--- config.mk ---
export PLATFORM = sky130hd
export DESIGN_NAME = fir_cfg_loader
export DESIGN_NICKNAME = d
export VERILOG_FILES = /design/src/rtl/fir_pkg.sv /design/src/rtl/fir_smp_gate.sv /design/src/rtl/fir_cfg_loader.sv
export SDC_FILE = /design/constraint.sdc
export NUM_CORES = 1
export LEC_CHECK = 0
export BUFFER_PORTS_ARGS = -buffer_cell sky130_fd_sc_hd__buf_2
export CORE_ASPECT_RATIO = 0.8
export CORE_MARGIN = 2
export CORE_UTILIZATION = 53
export DETAILED_ROUTE_END_ITERATION = 6
export PLACE_DENSITY = 0.81
export SYNTH_ARGS = -nofsm -noshare
export SYNTH_HDL_FRONTEND = slang
export SYNTH_HIERARCHICAL = 1
export SYNTH_SLANG_ARGS = --single-unit
--- constraint.sdc ---
create_clock -name clk -period 3 [get_ports clk]
set_input_delay 0.6 -clock clk [delete_from_list [all_inputs] [get_ports clk]]
set_output_delay 0.6 -clock clk [all_outputs]
set_load 0.005 [all_outputs]
--- src/rtl/fir_pkg.sv ---
// Shared types and default sizes for the FIR coefficient loader.
// Latency: none (declarations only).
// Backpressure: none (declarations only).
package fir_pkg;

  localparam int DWIDTH_DEF = 8;
  localparam int AWIDTH_DEF = 6;
  localparam int WINLEN_DEF = 64;

  typedef enum logic [1:0] {
    IDLE = 2'd0,
    LOAD = 2'd1,
    DONE = 2'd2
  } fir_state_t;

endpackage

--- src/rtl/fir_smp_gate.sv ---
// Sample-stream gate: passes samples through unless a reload blocks them.
// Latency: zero cycles, purely combinational.
// Backpressure: downstream busy forwarded upstream; while blocked, upstream sees busy=1.
module fir_smp_gate #(
  parameter int DWIDTH = 8
) (
  input  logic              block,
  input  logic              in_valid,
  output logic              in_busy,
  input  logic [DWIDTH-1:0] in_data,
  output logic              out_valid,
  input  logic              out_busy,
  output logic [DWIDTH-1:0] out_data
);

  // Data is left flowing; only the handshake is gated, so nothing transfers while blocked.
  always_comb begin
    out_valid = in_valid & ~block;
    out_data  = in_data;
    in_busy   = block | out_busy;
  end

endmodule

--- src/rtl/fir_cfg_loader.sv ---
// Reloads WINLEN filter coefficients through a one-entry hold register while blocking samples.
// Latency: coefficient appears on cfg one cycle after acceptance; peak rate one per two cycles.
// Backpressure: cfg_busy stalls the hold register; coef_busy depends only on registered state.
// Optional build macro FIR_CFG_CHECKSUM_EN adds the cfg_sum checksum output.
module fir_cfg_loader
  import fir_pkg::*;
#(
  parameter int DWIDTH = DWIDTH_DEF,
  parameter int AWIDTH = AWIDTH_DEF,
  parameter int WINLEN = WINLEN_DEF
) (
  input  logic              clk,
  input  logic              rst_n,
  input  logic              load_start,
  output logic              load_active,
  output logic              load_done,
  input  logic              coef_valid,
  output logic              coef_busy,
  input  logic [DWIDTH-1:0] coef_data,
  output logic              cfg_valid,
  input  logic              cfg_busy,
  output logic [AWIDTH-1:0] cfg_addr,
  output logic [DWIDTH-1:0] cfg_data,
`ifdef FIR_CFG_CHECKSUM_EN
  output logic [DWIDTH+AWIDTH-1:0] cfg_sum,
`endif
  input  logic              smp_in_valid,
  output logic              smp_in_busy,
  input  logic [DWIDTH-1:0] smp_in_data,
  output logic              smp_out_valid,
  input  logic              smp_out_busy,
  output logic [DWIDTH-1:0] smp_out_data
);

  // One extra bit so the counts can hold WINLEN itself without wrapping.
  localparam int CW = AWIDTH + 1;
  localparam logic [CW-1:0] WIN_CNT  = CW'(WINLEN);
  localparam logic [CW-1:0] WIN_LAST = CW'(WINLEN - 1);

  fir_state_t        state_q, state_d;
  logic [CW-1:0]     in_cnt, out_cnt;
  logic              hold_full;
  logic [DWIDTH-1:0] hold_data;
  logic [AWIDTH-1:0] hold_addr;
  logic              coef_fire, cfg_fire, start_load, last_wr;

  // coef_busy is built from registers only; hold-full excludes a same-cycle cfg transfer.
  always_comb begin
    coef_busy  = ~((state_q == LOAD) & ~hold_full & (in_cnt < WIN_CNT));
    coef_fire  = coef_valid & ~coef_busy;
    cfg_fire   = hold_full & ~cfg_busy;
    start_load = (state_q == IDLE) & load_start;
    last_wr    = cfg_fire & (out_cnt == WIN_LAST);
    cfg_valid  = hold_full;
    cfg_addr   = hold_addr;
    cfg_data   = hold_data;
  end

  // FSM state register.
  always_ff @(posedge clk) begin
    if (!rst_n) state_q <= IDLE;
    else        state_q <= state_d;
  end

  // Next state and status outputs; load_start is only looked at in IDLE.
  always_comb begin
    state_d     = state_q;
    load_active = 1'b0;
    load_done   = 1'b0;
    case (state_q)
      IDLE: if (load_start) state_d = LOAD;
      LOAD: begin
        load_active = 1'b1;
        if (last_wr) state_d = DONE;
      end
      DONE: begin
        load_active = 1'b1;
        load_done   = 1'b1;
        state_d     = IDLE;
      end
      default: state_d = IDLE;
    endcase
  end

  // Counts and hold register; a coef transfer only happens with the hold empty.
  always_ff @(posedge clk) begin
    if (!rst_n) begin
      in_cnt    <= '0;
      out_cnt   <= '0;
      hold_full <= 1'b0;
      hold_data <= '0;
      hold_addr <= '0;
    end else if (start_load) begin
      in_cnt    <= '0;
      out_cnt   <= '0;
      hold_full <= 1'b0;
    end else if (coef_fire) begin
      hold_full <= 1'b1;
      hold_data <= coef_data;
      hold_addr <= in_cnt[AWIDTH-1:0];
      in_cnt    <= in_cnt + 1'b1;
    end else if (cfg_fire) begin
      hold_full <= 1'b0;
      out_cnt   <= out_cnt + 1'b1;
    end
  end

`ifdef FIR_CFG_CHECKSUM_EN
  // Unsigned running sum of every coefficient written; held after the reload ends.
  always_ff @(posedge clk) begin
    if (!rst_n)          cfg_sum <= '0;
    else if (start_load) cfg_sum <= '0;
    else if (cfg_fire)   cfg_sum <= cfg_sum + {{AWIDTH{1'b0}}, hold_data};
  end
`endif

  fir_smp_gate #(.DWIDTH(DWIDTH)) u_smp_gate (
    .block     (state_q != IDLE),
    .in_valid  (smp_in_valid),
    .in_busy   (smp_in_busy),
    .in_data   (smp_in_data),
    .out_valid (smp_out_valid),
    .out_busy  (smp_out_busy),
    .out_data  (smp_out_data)
  );

endmodule

# After elaboration in Yosys (flattened, before gate mapping)

Index checks and enable logic that the tools add are counted.

Register bits after elaboration: 31
Input bits: 23
Output and inout bits: 28
Word-level logic and storage cells: 44

$add $sub $neg: 2
Magnitude comparators: 1
Equality and inequality tests: 5
Mux-type cells: 7
Bitwise logic cells: 15
Reduce and logical (&&, ||, !) cells: 8

Operator list:

| operator            | count |
|---|---|
| $add 7x1->7 const B | 2 |
| $and 1x1->1         | 7 |
| $eq 7x6->1 const B  | 1 |
| $lt 7x7->1 const B  | 1 |
| $not 1->1           | 7 |
| $reduce_and 2->1    | 3 |
| $mux 1              | 4 |
| $mux 2              | 2 |
| $ne 2x2->1 const B  | 2 |
| $pmux 2 s2          | 1 |
| $reduce_bool 2->1   | 2 |
| $reduce_or 2->1     | 2 |
| $eq 2x1->1 const B  | 1 |
| $eq 2x2->1 const B  | 1 |
| $logic_not 2->1     | 1 |
| $or 1x1->1          | 1 |

# Logic depth before layout (Yosys ltp)

Gate-level depths: netlist of the first run.

Word-level depth: 6
Gate-level depth with buffers: 7
Depth with buffers taken out: 5

# Hierarchy

The synthesis of the first run kept the hierarchy.

Modules (own cells, without submodules):

| module         | times used | cells each | area each (µm²) | seq. area each (µm²) |
|---|---|---|---|---|
| fir_cfg_loader | 1          | 163        | 1435.1          | 620.6 |
| fir_smp_gate   | 1          | 10         | 75.1            | 0.0 |

# Worst setup path after synthesis of the first run

Ideal clock, no wire load.

Path type: register to output
Start point: register state_q[0]
End point: output port smp_out_valid
Arrival time: 950 ps
Data required time: 2400 ps
Setup slack: 1450 ps
Cell stages (with the launch flop): 5
Buffers on the path: 0
Cells stage by stage: dfxtp_1 -> inv_1 -> ha_1 -> inv_1 -> and2b_2

Cells in the longest elaborated chain, start to end: 3

RTL lines:

| element                | line                  | source |
|---|---|---|
| from (decl)            | fir_cfg_loader.sv:40  | `fir_state_t state_q, state_d;` |
| from (signal assigned) | fir_cfg_loader.sv:62  | `else state_q <= state_d;` |
| $reduce_bool 2->1      | fir_cfg_loader.sv:118 | `.block (state_q != IDLE),` |
| $not 1->1              | fir_smp_gate.sv:18    | `out_valid = in_valid & ~block;` |
| $and 1x1->1            | fir_smp_gate.sv:18    |  |
| to (decl)              | fir_cfg_loader.sv:30  | `output logic smp_out_valid,` |

Every way passes these cells.

# Final worst setup path of the first run

Ends and elaborated chain as after synthesis.

==> run summary, run 1 <==
For this run, design rule violations remaining after detail routing come to 0. In this run the worst setup path begins at state_q[0]$_SDFFE_PN0P_. The library cell occupying the most area in the post-synthesis netlist was sky130_fd_sc_hd__dfxtp_1.

By area, the combinational part of the netlist is dominated by simple AND/OR/NAND/NOR gates. The floorplan step defined a core boundary enclosing 2740 um^2. After clock tree synthesis, the clock-pin slew on the worst setup and hold paths is 0.09 ns. The run gives 0 as the number of antenna-violating nets in the routed design. The internal portion of the total power is 0.667 mW. In this design, the largest share of critical-path delay is due to flip-flops.

The final period utilization is 0.717. The share of the synthesized area in the top cell type works out to 0.411. Number of endpoints with negative hold slack in the final report: 0.

The worst hold path was traced through 2 stages. Setup repair after global routing left no endpoint under its margin. The worst register-to-register path ends at in_cnt[4]$_SDFFE_PP0P_. For the fraction of power consumed by combinational cells, the log shows 0.300. The number of buffers and inverters on the critical path is 3. The maximum number of pins on one net before global-route repair is 23.

From bottom edge to top edge, the die measures 51.7 um. 51 I/O pins were placed. The count of flip-flops with a built-in enable after synthesis was 0.

The total track usage came out at 0.207. From synthesis to final layout, the design area changed by 11.5%. The maximum operating frequency was 0.465 GHz; the number of sinks handled by clock tree synthesis was 31.

The worst slew slack as a fraction of its limit came out at 0.677. After global routing the overflow that remains totals 0. The share of synthesized area occupied by flip-flops and latches is 0.411, and the standby leakage power is 0.665 nW.

Largest voltage drop on the vdd net: 0.286 mV. The cts-stage hold buffer count was 0; the number of DRC markers in iteration 0 was 86. Clock latency on the worst-skew pair, taken at its later pin, is 0.33 ns. Summed over all nets, the switching power comes to 0.353 mW. In this run the cell area of the synthesized design comes to 1510 um^2. Walking the worst path, the cells encountered are inv_1 -> ha_1 -> inv_1 -> and2b_2 -> buf_2.

From left edge to right edge, the die measures 63.7 um. The startpoint identified for the worst register-to-register timing path is state_q[1]$_SDFFE_PN0P_. The buffer type at the clock tree root was sky130_fd_sc_hd__clkbuf_4. The number of nets at the end of the flow is 228, and the worst-case reg-to-reg path depth is 5. The library cell appearing most often on the critical path is sky130_fd_sc_hd__inv_1. In this run, CTS created clock tree buffers numbering 5. The total count of max-transition violations in the final report is 0, and the number of buffers on the longest clock path is 2. By area the synthesized netlist is led by sky130_fd_sc_hd__dfxtp_1, sky130_fd_sc_hd__a21oi_1, sky130_fd_sc_hd__nand3_1. At the end of routability-driven placement, the weighted congestion stood at 0.754.

The tools report the worst clock skew on the final layout as 0.00436 ns. In this run the most critical hold path is launched from cfg_data[3]$_SDFFE_PN0P_. The synthesized netlist contains 36 unique library cells. The logs give 0 for the max-cap violation count and 2.40 ns for the required time of the worst setup path.

Summed over all nets, the half-perimeter wirelength after detailed placement is 2390 um. The most used flip-flop cell after synthesis is sky130_fd_sc_hd__dfxtp_1. The tools report the type of origin of the critical path as a flip-flop.

The logs give 203 for the number of nets in the synthesized netlist and 0 for the number of antenna violations at the first check in global routing. The repair_antennas step left the layout with diodes totalling 0. Summed over all layers, the routed wires come to 3220 um. The number of setup buffers added after CTS came out at 0.

In this run the number of H-tree levels came out at 2. The via count of the first global-routing pass is 1211. In this run the worst path has a maximum fanout of 5.

TritonCTS built the clock tree. The summed negative setup slack over all endpoints is 0 ns, and the synthesis warning total is 6. The endpoint of the worst hold path was cfg_data[3]$_SDFFE_PN0P_. Subtracting the final worst setup slack from the clock period gives 2.15 ns. In this run the worst hold path is classified as flip-flop to flip-flop. The power density relative to cell area was 606 nW/um^2. The flow ran to the end, and the final reports show no timing, DRC or antenna violations. The share of flip-flops with an asynchronous set or reset after synthesis was 0; the end-of-flow core utilization was 0.614. Gates resized during post-CTS repair numbered 0. By startpoint and endpoint, the worst setup path is classified as flip-flop to output pin. The gate count of the mapped netlist was 173.

The number of rows created at floorplan came out at 17. Port buffering added 34 buffers. The adder and majority gate portion of the synthesized area came out at 0.0580. Summing over every cut layer, the via total after detailed routing is 1359. The power share of the clock group was 0.244; the via-per-instance ratio was 5.76.

The XOR/XNOR share of the synthesized area is 0.0174, and the initial cell density of the core is 0.550. The slowest stage of the critical path is the sky130_fd_sc_hd__dfxtp_1 cell. The register bit total from synthesis was 31. The arrival time of data at the critical path endpoint was 1.55 ns; the mean post-synth cell area was 8.73 um^2.

In the final routed layout, each cell accounts on average for 13.6 um. The area fraction in compound gates after synthesis works out to 0.183. Final hold analysis gives a worst-case slack of 0.482 ns. The share of cells above drive strength 1 was 0.242; the first-pass iteration count of the detailed router was 5. The total setup violations reported at the end of the flow is 0. The fraction of power spent switching nets was 0.346; the reg2reg setup slack was 1.21 ns.

The portion of total power attributed to sequential cells is 0.456, and the transition time at the pin with the least slew margin is 0.484 ns. The largest stage delay on the critical path came out at 0.44 ns. The first global-routing pass estimated 5250 um of wire. The basic-gate share of the synthesized area counting and, or, nand and nor cells came out at 0.223. The multiplexer share of the synthesized area is 0.0265, and the total die area is 3300 um^2.

STA classifies the critical path endpoint as an output pin.
[flip-flops by register name, summed over array words and instances (netlist names)]
signal and flops:
cfg_data 8, state_q 2, cfg_valid 1, out_cnt 7, cfg_addr 6, in_cnt 7
[layout make-up]
| class | instances | area (um^2) |
|---|---|---|
| fill | 231 | 1060 |
| inverter | 6 | 22.5 |
| timing repair buffer | 34 | 170 |
| clock inverter | 1 | 5.00 |
| sequential | 31 | 621 |
| tap | 38 | 47.5 |
| clock buffer | 6 | 51.3 |
| multi-input combinational | 120 | 767 |
[power by group through the flow]
stage               logic [mW]  clock network [mW]  registers [mW]
CTS                      0.310               0.252           0.463
floorplan                0.233                   0           0.469
detailed placement       0.308                   0           0.473
finish                   0.306               0.249           0.465
global placement         0.290                   0           0.468
global route             0.346               0.272           0.468
[cell usage after synthesis (4+ instances only)]
cell type,instances
sky130_fd_sc_hd__nand3_1,20
sky130_fd_sc_hd__clkbuf_1,4
sky130_fd_sc_hd__mux2i_1,4
sky130_fd_sc_hd__nor2_1,6
sky130_fd_sc_hd__ha_1,7
sky130_fd_sc_hd__o21ai_0,20
sky130_fd_sc_hd__inv_1,6
sky130_fd_sc_hd__nand2_1,7
sky130_fd_sc_hd__buf_4,10
sky130_fd_sc_hd__a21oi_1,23
sky130_fd_sc_hd__dfxtp_1,31
sky130_fd_sc_hd__or3_1,5
[how the worst max path moves through the flow]
stage               slack (ns)  depth (start not counted)            end
floorplan                 1.45                          4  smp_out_valid
global placement          1.32                          5  smp_out_valid
detailed placement        1.23                          5  smp_out_valid
CTS                       0.86                          5  smp_out_valid
global route              0.77                          5  smp_out_valid
finish                    0.85                          5  smp_out_valid
[logic make-up after synthesis]
group,after synthesis
compound gates,50
xor+xnor,3
fa+ha+maj,7
buf+inv,22
flops,31
mux,4
simple gates,56
[layout by cell type (no fill, tap or decap), types with 2 or more instances in the layout]
cell type,synthesis,routed
sky130_fd_sc_hd__mux2i_1,4,4
sky130_fd_sc_hd__a21oi_1,23,23
sky130_fd_sc_hd__ha_1,7,7
sky130_fd_sc_hd__or2_2,2,2
sky130_fd_sc_hd__buf_2,1,34
sky130_fd_sc_hd__o221ai_1,2,2
sky130_fd_sc_hd__nor2b_1,2,2
sky130_fd_sc_hd__nand3_1,20,20
sky130_fd_sc_hd__nand2_1,7,7
sky130_fd_sc_hd__nand4b_1,2,2
sky130_fd_sc_hd__dfxtp_1,31,31
sky130_fd_sc_hd__o2111ai_1,2,2
sky130_fd_sc_hd__inv_1,6,6
sky130_fd_sc_hd__or3_1,5,5
sky130_fd_sc_hd__o21ai_0,20,20
sky130_fd_sc_hd__xnor2_1,2,2
sky130_fd_sc_hd__clkbuf_4,0,5
sky130_fd_sc_hd__nor2_1,6,6
[worst register-to-register path, delay by kind of cell (launching register included)]
kind                       cells  cell delay (ns)
buffers and inverters          1             0.14
AOI/OAI and AO/OA              1             0.14
DFF                            1             0.36
and+or+nand+nor                2             0.75
adders and majority gates      1             0.34
[stage by stage]
stage	instance area [um^2]	total power, mW	cells	setup slack (ns)
6_report	1680	1.02	236	0.850
5_1_grt	1680	1.09	236	0.768
4_1_cts	1680	1.02	236	0.860
3_5_place_dp	1630	0.781	229	1.23
3_3_place_gp	1630	0.758	229	1.32
2_1_floorplan	1510	0.702	173	1.45
[routing by layer]
layer / GRT usage / vias up / wire (um)
met3: 0.0519 / 12 / 218
met5: 0 / - / 0
met4: 0.134 / 0 / 89
li1: - / 662 / -
met1: 0.245 / 639 / 1390
met2: 0.339 / 46 / 1520
(Power assumes the default switching activity.)
==> inputs of run 2 (changes only) <==
--- a/config.mk
+++ b/config.mk
@@ -8,9 +8,9 @@
 export BUFFER_PORTS_ARGS = -buffer_cell sky130_fd_sc_hd__buf_2
 export CORE_ASPECT_RATIO = 0.8
 export CORE_MARGIN = 2
-export CORE_UTILIZATION = 53
+export CORE_UTILIZATION = 49
 export DETAILED_ROUTE_END_ITERATION = 6
-export PLACE_DENSITY = 0.81
+export PLACE_DENSITY = 0.75
 export SYNTH_ARGS = -nofsm -noshare
 export SYNTH_HDL_FRONTEND = slang
 export SYNTH_HIERARCHICAL = 1
==> constraint.sdc (replaced) <==
create_clock -name clk -period 2.2 [get_ports clk]
set_input_delay 0.44 -clock clk [delete_from_list [all_inputs] [get_ports clk]]
set_output_delay 0.44 -clock clk [all_outputs]
set_load 0.005 [all_outputs]
==> run 2 against run 1 <==
Compared with the run above:
- worst setup slack lost 0.54 ns
- die area grew 7.6%
- largest power group unchanged
- routed wire length grew 2.5%
- sequential share of layout area shrank 0.67 points
- count of clock-buffer cells in the layout is the same
==> run summary, run 2 (synthesized netlist as in run 1, its figures left out) <==
The critical path's slowest cell is sky130_fd_sc_hd__dfxtp_1. The initial cell density of the core was 0.530 (-0.0205). The cell family contributing the most delay on the critical path is flip-flops. The library cell used most frequently in the layout, excluding fill and tap cells, is sky130_fd_sc_hd__buf_2. The standby leakage power came out at 0.678 nW (+1.9%).

Largest stage delay on the critical path: 0.40 ns (-0.04 ns). The via-per-instance ratio came out at 5.66 (-1.8%). The number of flip-flops under the largest register name is 8 (unchanged). The vertical extent of the die is 53.7 um (+3.7%), and the fraction of power consumed by combinational cells is 0.282 (-0.018). The total setup violations reported at the end of the flow came out at 0 (unchanged).

Number of antenna violations at the first check in global routing: 0 (unchanged). The top fanout value on the critical path was 5 (unchanged). The total count of max-transition violations in the final report is 0 (unchanged), and the number of top-level pins is 51 (unchanged).

By startpoint and endpoint, the worst setup path is classified as flip-flop to output pin. The total number of cells along the worst setup path is 5 (unchanged). Filler cell count in the final layout: 252 (+9.1%). The tools report the type of origin of the critical path as a flip-flop.

The logs give 1.76 ns (-0.64 ns) for the required time of the worst setup path and 0 (unchanged) for the number of design rule violations left after detail routing. Worst clock skew on the final layout: 0.00647 ns (+0.00210 ns). The tools report the arrival time of data at the critical path endpoint as 1.45 ns (-0.10 ns). In this run the worst hold path is classified as primary input to flip-flop.

Relative to the synthesized area, the layout overhead comes to 13.6%. Total clock buffers created by CTS: 5 (unchanged). For the total number of vias, the log shows 1335 (-1.8%). The core outline area is 2850 um^2 (+3.9%). For the max-cap violation count, the log shows 0 (unchanged).

For the power share of the clock group, the log shows 0.295 (+0.051). The maximum number of pins on one net before global-route repair is 23 (unchanged), and the share of cells above drive strength 1 is 0.242 (unchanged). The number of buffers on the longest clock path is 2 (unchanged), and the portion of total power attributed to sequential cells is 0.423 (-0.033). The number of setup buffers added after CTS is 0 (unchanged). The run gives 0.308 ns (-0.541 ns) as the minimum setup slack in the final design. The width of the die is 66.1 um (+3.8%).

TritonCTS built the clock tree. The clock latency reported for the late side of the worst-skew pair is 0.28 ns (-0.05 ns), and the summed negative setup slack over all endpoints is 0 ns (unchanged). For the largest voltage drop on the vdd net, the log shows 0.478 mV (+67%). Number of antenna-violating nets in the routed design: 0 (unchanged). The logs give 0 (unchanged) for the cts-stage hold buffer count and 2390 um (about the same) for the half-perimeter wire length after placement.

The total congestion overflow was 0 (unchanged); the overall power of the completed layout was 1.49 mW (+46%). Internal power component: 1.01 mW (+51%). The tools report the via count of the first global-routing pass as 1177 (-2.8%). The worst setup path is captured at an output pin.

Traced cell by cell, the critical path runs through inv_1 -> ha_1 -> inv_1 -> and2b_2 -> buf_2. The placer's final routability congestion estimate is 0.764 (+1.3%). The number of cells on the worst hold path was 3 (+1). The count of input and output buffers is 34 (unchanged), and the total die area is 3540 um^2 (+7.6%). The final period utilization is 0.860, and the fraction of power spent switching nets is 0.325 (-0.0218).

Library cell appearing most often on the critical path: sky130_fd_sc_hd__inv_1. For the finished layout, the period the worst path requires is 1.89 ns. For the number of endpoints with negative hold slack in the final report, the log shows 0 (unchanged). The root buffer cell chosen for the clock tree is sky130_fd_sc_hd__clkbuf_8. The count of buffering cells on the critical path with inverters included came out at 3 (unchanged). Total detailed-routing wirelength: 3300 um (+2.5%). The total track usage came out at 0.198 (-0.00876).

The tools report the maximum operating frequency as 0.529 GHz. The run gives 0.485 mW (+37%) as the power spent charging and discharging nets. The number of DRC markers in iteration 0 is 76 (-12%). The tools report the number of sinks handled by clock tree synthesis as 31 (unchanged). The count of inserted antenna diode cells was 0 (unchanged); the clock transition at the register clock pins on the worst setup and hold paths after CTS was 0.06 ns (-0.03 ns).

The flow ran to the end, and the final reports show no timing, DRC or antenna violations. The pre-CTS setup slack came out at 0.455 ns (-0.775 ns). For the worst slew slack as a fraction of its limit, the log shows 0.677 (about the same).

The number of H-tree levels came out at 2 (unchanged). Setup repair after global routing left no endpoint under its margin. The power density relative to cell area was 870 nW/um^2 (+44%); the first-pass iteration count of the detailed router was 4 (-1). The routed wirelength normalized by instance count is 14.0 um (+2.5%), and the post-cts gate resize count is 0 (unchanged). The number of rows created at floorplan was 17 (unchanged); the transition time at the pin with the least slew margin was 0.483 ns (-0.000231 ns). The library cells used most frequently in the layout, excluding fill and tap cells, are sky130_fd_sc_hd__buf_2, sky130_fd_sc_hd__dfxtp_1, sky130_fd_sc_hd__a21oi_1, sky130_fd_sc_hd__nand3_1, sky130_fd_sc_hd__o21ai_0. The worst-case reg-to-reg path depth was 5 (unchanged). For the number of nets at the end of the flow, the log shows 228 (unchanged). The tools report the wire length of the first global-routing pass as 5210 um (-0.78%).
==> run 2: cell count changes in the layout (fill, tap and decap cells not counted) <==
| cell | before | now |
|---|---|---|
| sky130_fd_sc_hd__clkbuf_4 | 5 | 0 |
| sky130_fd_sc_hd__clkbuf_8 | 1 | 6 |
==> run 2: through the flow <==
| stage | std cells | hold WS, ns | util | instance area [um^2] |
|---|---|---|---|---|
| floorplan | 173 | 0.448 | - | 1510 |
| global placement | 229 | 0.460 | 0.571 | 1630 |
| detailed placement | 229 | 0.469 | 0.571 | 1630 |
| CTS | 236 | 0.408 | 0.602 | 1720 |
| global route | 236 | 0.407 | 0.602 | 1720 |
| finish | 236 | 0.412 | 0.602 | 1720 |
==> run 2: layout make-up <==
type                       count  area [um^2]  area share
sequential                    31          621       0.362
multi-input combinational    120          767       0.447
clock buffer                   6         82.6      0.0481
clock inverter                 1         5.00     0.00292
timing repair buffer          34          170      0.0992
tap                           38         47.5      0.0277
inverter                       6         22.5      0.0131
==> run 2: path summary, 6_finish.rpt <==
check / from / to / slack [ns]
worst min-delay path: coef_data[3] / cfg_data[3]$_SDFFE_PN0P_ / 0.41
worst min register to register: cfg_data[0]$_SDFFE_PN0P_ / cfg_data[0]$_SDFFE_PN0P_ / 0.47
worst max register to register: state_q[1]$_SDFFE_PN0P_ / in_cnt[3]$_SDFFE_PP0P_ / 0.41
worst max-delay path: state_q[0]$_SDFFE_PN0P_ / smp_out_valid / 0.31
==> run 2: worst register-to-register path: cells and delay by family (launching register included) <==
family / cells / cell delay (ns)
fa+ha+maj: 1 / 0.34
compound gates: 1 / 0.14
buf+inv: 1 / 0.14
flops: 1 / 0.34
simple gates: 2 / 0.76
==> run 2: per-layer routing <==
metal | wire, um | track usage
met1 | 1440 | 0.240
met2 | 1560 | 0.318
met3 | 261 | 0.0732
met4 | 42 | 0.0918
met5 | 0 | 0
==> run 2: power by group through the flow <==
stage / Clock [mW] / Combinational (mW) / Sequential [mW]
3_3_place_gp: 0 / 0.398 / 0.639
4_1_cts: 0.449 / 0.422 / 0.631
6_report: 0.440 / 0.421 / 0.632
5_1_grt: 0.475 / 0.479 / 0.636
3_5_place_dp: 0 / 0.419 / 0.643
2_1_floorplan: 0 / 0.318 / 0.640
==> inputs of run 3 (changes only) <==
--- a/config.mk
+++ b/config.mk
@@ -5,12 +5,13 @@
 export SDC_FILE = /design/constraint.sdc
 export NUM_CORES = 1
 export LEC_CHECK = 0
+export ABC_AREA = 1
 export BUFFER_PORTS_ARGS = -buffer_cell sky130_fd_sc_hd__buf_2
 export CORE_ASPECT_RATIO = 0.8
 export CORE_MARGIN = 2
-export CORE_UTILIZATION = 49
+export CORE_UTILIZATION = 42
 export DETAILED_ROUTE_END_ITERATION = 6
-export PLACE_DENSITY = 0.75
+export PLACE_DENSITY = 0.65
 export SYNTH_ARGS = -nofsm -noshare
 export SYNTH_HDL_FRONTEND = slang
 export SYNTH_HIERARCHICAL = 1
==> run 3 against run 2 <==
Compared with the run above:
- hold slack got worse by 0.030 ns
- sequential share of layout area fell by 1.0 points
- routed wire length is 19% lower
- clock skew shrank 0.0015 ns
- register-to-register slack improved by 0.20 ns
- count of clock-buffer cells in the layout unchanged
- flip-flop and latch count unchanged
- largest power group unchanged
- highest routed layer unchanged
==> run summary, run 3 <==
The total die area was 4180 um^2 (+18%); the transition time at the pin with the least slew margin was 0.613 ns (+0.129 ns). The tools report the number of H-tree levels as 2 (unchanged). The count of input and output buffers is 34 (unchanged), and the vertical extent of the die is 58.2 um (+8.5%).

The filler cell count in the final layout is 350 (+39%), and the number of endpoints with negative hold slack in the final report is 0 (unchanged). The gate count of the mapped netlist was 222 (+28%). The initial cell density of the core is 0.444 (-0.0854).

The worst slew slack as a fraction of its limit is 0.590 (-0.0870), and the core outline area is 3470 um^2 (+22%). The placer's final routability congestion estimate was 0.788 (+3.2%). After synthesis, the most frequently instantiated cells are sky130_fd_sc_hd__nand2_1, sky130_fd_sc_hd__nor2_1, sky130_fd_sc_hd__inv_1.

The tools report the endpoint of the worst hold path as cfg_data[1]$_SDFFE_PN0P_. The run gives 0 ns (unchanged) as the summed negative setup slack over all endpoints. Max-cap violation count: 0 (unchanged). Compared with the post-synthesis result, the final layout area differs by 14.4%. The worst-case reg-to-reg path depth works out to 7 (+2). The logs give 0.578 GHz (+9.2%) for the maximum operating frequency and 31 (unchanged) for the number of sinks handled by clock tree synthesis. The post-cts gate resize count came out at 0 (unchanged).

For the number of design rule violations left after detail routing, the log shows 0 (unchanged). The slowest stage of the critical path is the sky130_fd_sc_hd__dfxtp_1 cell. The routed wirelength normalized by instance count is 9.15 um (-35%). The power density relative to cell area is 942 nW/um^2 (+8.3%), and the number of nets in the synthesized netlist is 252 (+24%). The share of cells above drive strength 1 is 0.203 (-0.0392).

In this run the worst hold path is classified as primary input to flip-flop. The clock transition at the register clock pins on the worst setup and hold paths after CTS was 0.06 ns (about the same). Kind of critical path: flip-flop to output pin. The run gives 0 (unchanged) as the cts-stage hold buffer count.

STA classifies the critical path endpoint as an output pin. The wire length of the first global-routing pass came out at 4720 um (-9.4%). The count of flip-flops with a built-in enable after synthesis came out at 0 (unchanged). The number of setup buffers added after CTS is 0 (unchanged). Among all flip-flop cells after synthesis, the most frequent one is sky130_fd_sc_hd__dfxtp_1. The type of origin of the critical path is a flip-flop.

The total detailed-routing wirelength was 2680 um (-19%). The tools report the worst clock skew on the final layout as 0.00501 ns (-0.00146 ns). The share of the synthesized area in the top cell type was 0.402 (-0.00867). The largest stage delay on the critical path came out at 0.37 ns (-0.03 ns). Width of the die: 71.8 um (+8.6%).

The number of DRC markers in iteration 0 came out at 52 (-32%). The total count of max-transition violations in the final report came out at 0 (unchanged). For the number of antenna-violating nets in the routed design, the log shows 0 (unchanged). The via count of the first global-routing pass was 1112 (-5.5%); the top fanout value on the critical path was 4 (-1). By area the synthesized netlist is led by sky130_fd_sc_hd__dfxtp_1, sky130_fd_sc_hd__nand2_1, sky130_fd_sc_hd__nor2_1. The launch instance of the worst min-delay path was coef_data[1]. The logs give 0 (unchanged) for the total congestion overflow and 19 (+2) for the number of rows created at floorplan. Number of top-level pins: 51 (unchanged). The half-perimeter wire length after placement is 2030 um (-15%), and the via-per-instance ratio is 4.42 (-22%). The logs give 281 (+23%) for the number of nets at the end of the flow and 24 (-33%) for the number of distinct library cells after synthesis.

The logs give 1.29 ns (-0.16 ns) for the arrival time of data at the critical path endpoint and 0.402 (-0.00867) for the share of synthesized area occupied by flip-flops and latches. The number of flip-flops under the largest register name came out at 8 (unchanged). The run gives 1.66 mW (+11%) as the overall power of the completed layout. The logs give 0 (unchanged) for the number of antenna violations at the first check in global routing and 4 (unchanged) for the first-pass iteration count of the detailed router. The total track usage was 0.144 (-0.0537); the total number of vias was 1296 (-2.9%). Of all cell types, the one taking the most synthesized area is sky130_fd_sc_hd__dfxtp_1. The tools report the required time of the worst setup path as 1.76 ns (about the same).

Setup repair after global routing left no endpoint under its margin. The shortest period the worst path allows came out at 1.73 ns (-0.160 ns). For the number of buffers on the longest clock path, the log shows 2 (unchanged).

The root buffer cell chosen for the clock tree is sky130_fd_sc_hd__clkbuf_8. The run gives 29 (+26%) as the maximum number of pins on one net before global-route repair. The final period utilization is 0.787 (-0.0728).

The register bit total from synthesis is 31 (unchanged). The run finished with clean final reports. The count of inserted antenna diode cells is 0 (unchanged). The mean post-synth cell area came out at 6.95 um^2 (-20%). For the synthesis warning total, the log shows 6 (unchanged). Standby leakage power: 0.940 nW (+39%). Launch point of the worst reg-to-reg path: state_q[1]$_SDFFE_PN0P_. The most common cell in the synthesized netlist is sky130_fd_sc_hd__nand2_1. The tools report the clock latency reported for the late side of the worst-skew pair as 0.28 ns (about the same). The library cell used most frequently in the layout, excluding fill and tap cells, is sky130_fd_sc_hd__nand2_1.

Library cell appearing most often on the critical path: sky130_fd_sc_hd__inv_1. The run gives 5 (unchanged) as the total clock buffers created by CTS. The tools report the end of the worst register-to-register path as cfg_addr[4]$_SDFFE_PN0P_. The footprint of the multi-input gates is 679 um^2 (-11%), and the share of flip-flops with an asynchronous set or reset after synthesis is 0 (unchanged). The run gives 0 (unchanged) as the total setup violations reported at the end of the flow. The reg2reg setup slack is 0.61 ns (+0.20 ns). In the layout the commonest cells are sky130_fd_sc_hd__nand2_1, sky130_fd_sc_hd__nor2_1, sky130_fd_sc_hd__inv_1, sky130_fd_sc_hd__buf_2, sky130_fd_sc_hd__dfxtp_1.

The largest voltage drop on the vdd net was 0.573 mV (+20%); the number of cells on the worst hold path was 3 (unchanged). Walking the worst path, the cells encountered are inv_1 -> ha_1 -> inv_1 -> inv_1 -> nand2_1 -> buf_2. The area of the mapped netlist came out at 1540 um^2 (+2.2%).

The total area of sequential cells was 621 um^2 (unchanged). TritonCTS built the clock tree.
[run 3: changes by cell type after synthesis, moves of 4 or more]
| cell | previous run | this run |
|---|---|---|
| sky130_fd_sc_hd__nand3_1 | 20 | 7 |
| sky130_fd_sc_hd__or3_1 | 5 | 0 |
| sky130_fd_sc_hd__nor2_1 | 6 | 41 |
| sky130_fd_sc_hd__mux2i_1 | 4 | 0 |
| sky130_fd_sc_hd__o21ai_0 | 20 | 5 |
| sky130_fd_sc_hd__nand2_1 | 7 | 55 |
| sky130_fd_sc_hd__clkbuf_1 | 4 | 0 |
| sky130_fd_sc_hd__a21oi_1 | 23 | 9 |
| sky130_fd_sc_hd__inv_1 | 6 | 37 |
[run 3: worst max path at each step]
stage | start | end | slack (ns) | cells after the start
floorplan | state_q[1]$_SDFFE_PN0P_ | cfg_addr[1]$_SDFFE_PN0P_ | 0.84 | 8
global placement | state_q[1]$_SDFFE_PN0P_ | in_cnt[5]$_SDFFE_PP0P_ | 0.65 | 6
detailed placement | state_q[1]$_SDFFE_PN0P_ | cfg_addr[4]$_SDFFE_PN0P_ | 0.59 | 7
CTS | state_q[0]$_SDFFE_PN0P_ | smp_in_busy | 0.45 | 6
global route | state_q[0]$_SDFFE_PN0P_ | smp_in_busy | 0.35 | 6
finish | state_q[0]$_SDFFE_PN0P_ | smp_in_busy | 0.47 | 6
[run 3: metal layers]
metal  share of wire  vias up  track usage  wire length [um]
met5               0        -            0                 0
met4           0.021        0       0.0755                55
met3           0.068        6       0.0400               181
met2            0.40       38        0.208              1070
met1            0.51      540        0.198              1370
li1                -      712            -                 -
[run 3: through the flow]
stage / instances / setup slack [ns] / hold WS (ns) / utilization / area, um^2
4_1_cts: 293 / 0.453 / 0.379 / 0.508 / 1760
3_5_place_dp: 286 / 0.588 / 0.462 / 0.483 / 1680
5_1_grt: 293 / 0.352 / 0.390 / 0.508 / 1760
2_1_floorplan: 222 / 0.841 / 0.439 / - / 1540
6_report: 293 / 0.468 / 0.382 / 0.508 / 1760
3_3_place_gp: 286 / 0.649 / 0.453 / 0.483 / 1680
[run 3: power by group]
group | internal (mW) | switching [mW]
sequential | 0.642 | 0.0487
combinational | 0.214 | 0.318
clock | 0.245 | 0.195
[run 3: logic make-up (layout without fill, tap and decap cells)]
| family | after synthesis | count (layout) | synth area share |
|---|---|---|---|
| compound gates | 18 | 18 | 0.0722 |
| fa+ha+maj | 7 | 7 | 0.0568 |
| flops | 31 | 31 | 0.402 |
| buf+inv | 52 | 81 | 0.157 |
| simple gates | 111 | 111 | 0.294 |
| xor+xnor | 3 | 3 | 0.0170 |
[run 3: cell type report]
| type | count | share of cell area |
|---|---|---|
| multi-input cells | 139 | 0.385 |
| flip-flops and latches | 31 | 0.352 |
| repair buffers | 35 | 0.101 |
| inverters | 39 | 0.0830 |
| clock buffers | 6 | 0.0468 |
| well taps | 42 | 0.0298 |
| clock inverters | 1 | 0.00284 |
[run 3: worst max-delay path, delay by kind of cell, from the launching register on]
family                   cells  cell delay, ns
adder cells (fa/ha/maj)      1            0.21
flip-flops                   1            0.37
buffers and inverters        4            0.38
AND/OR/NAND/NOR              1            0.05
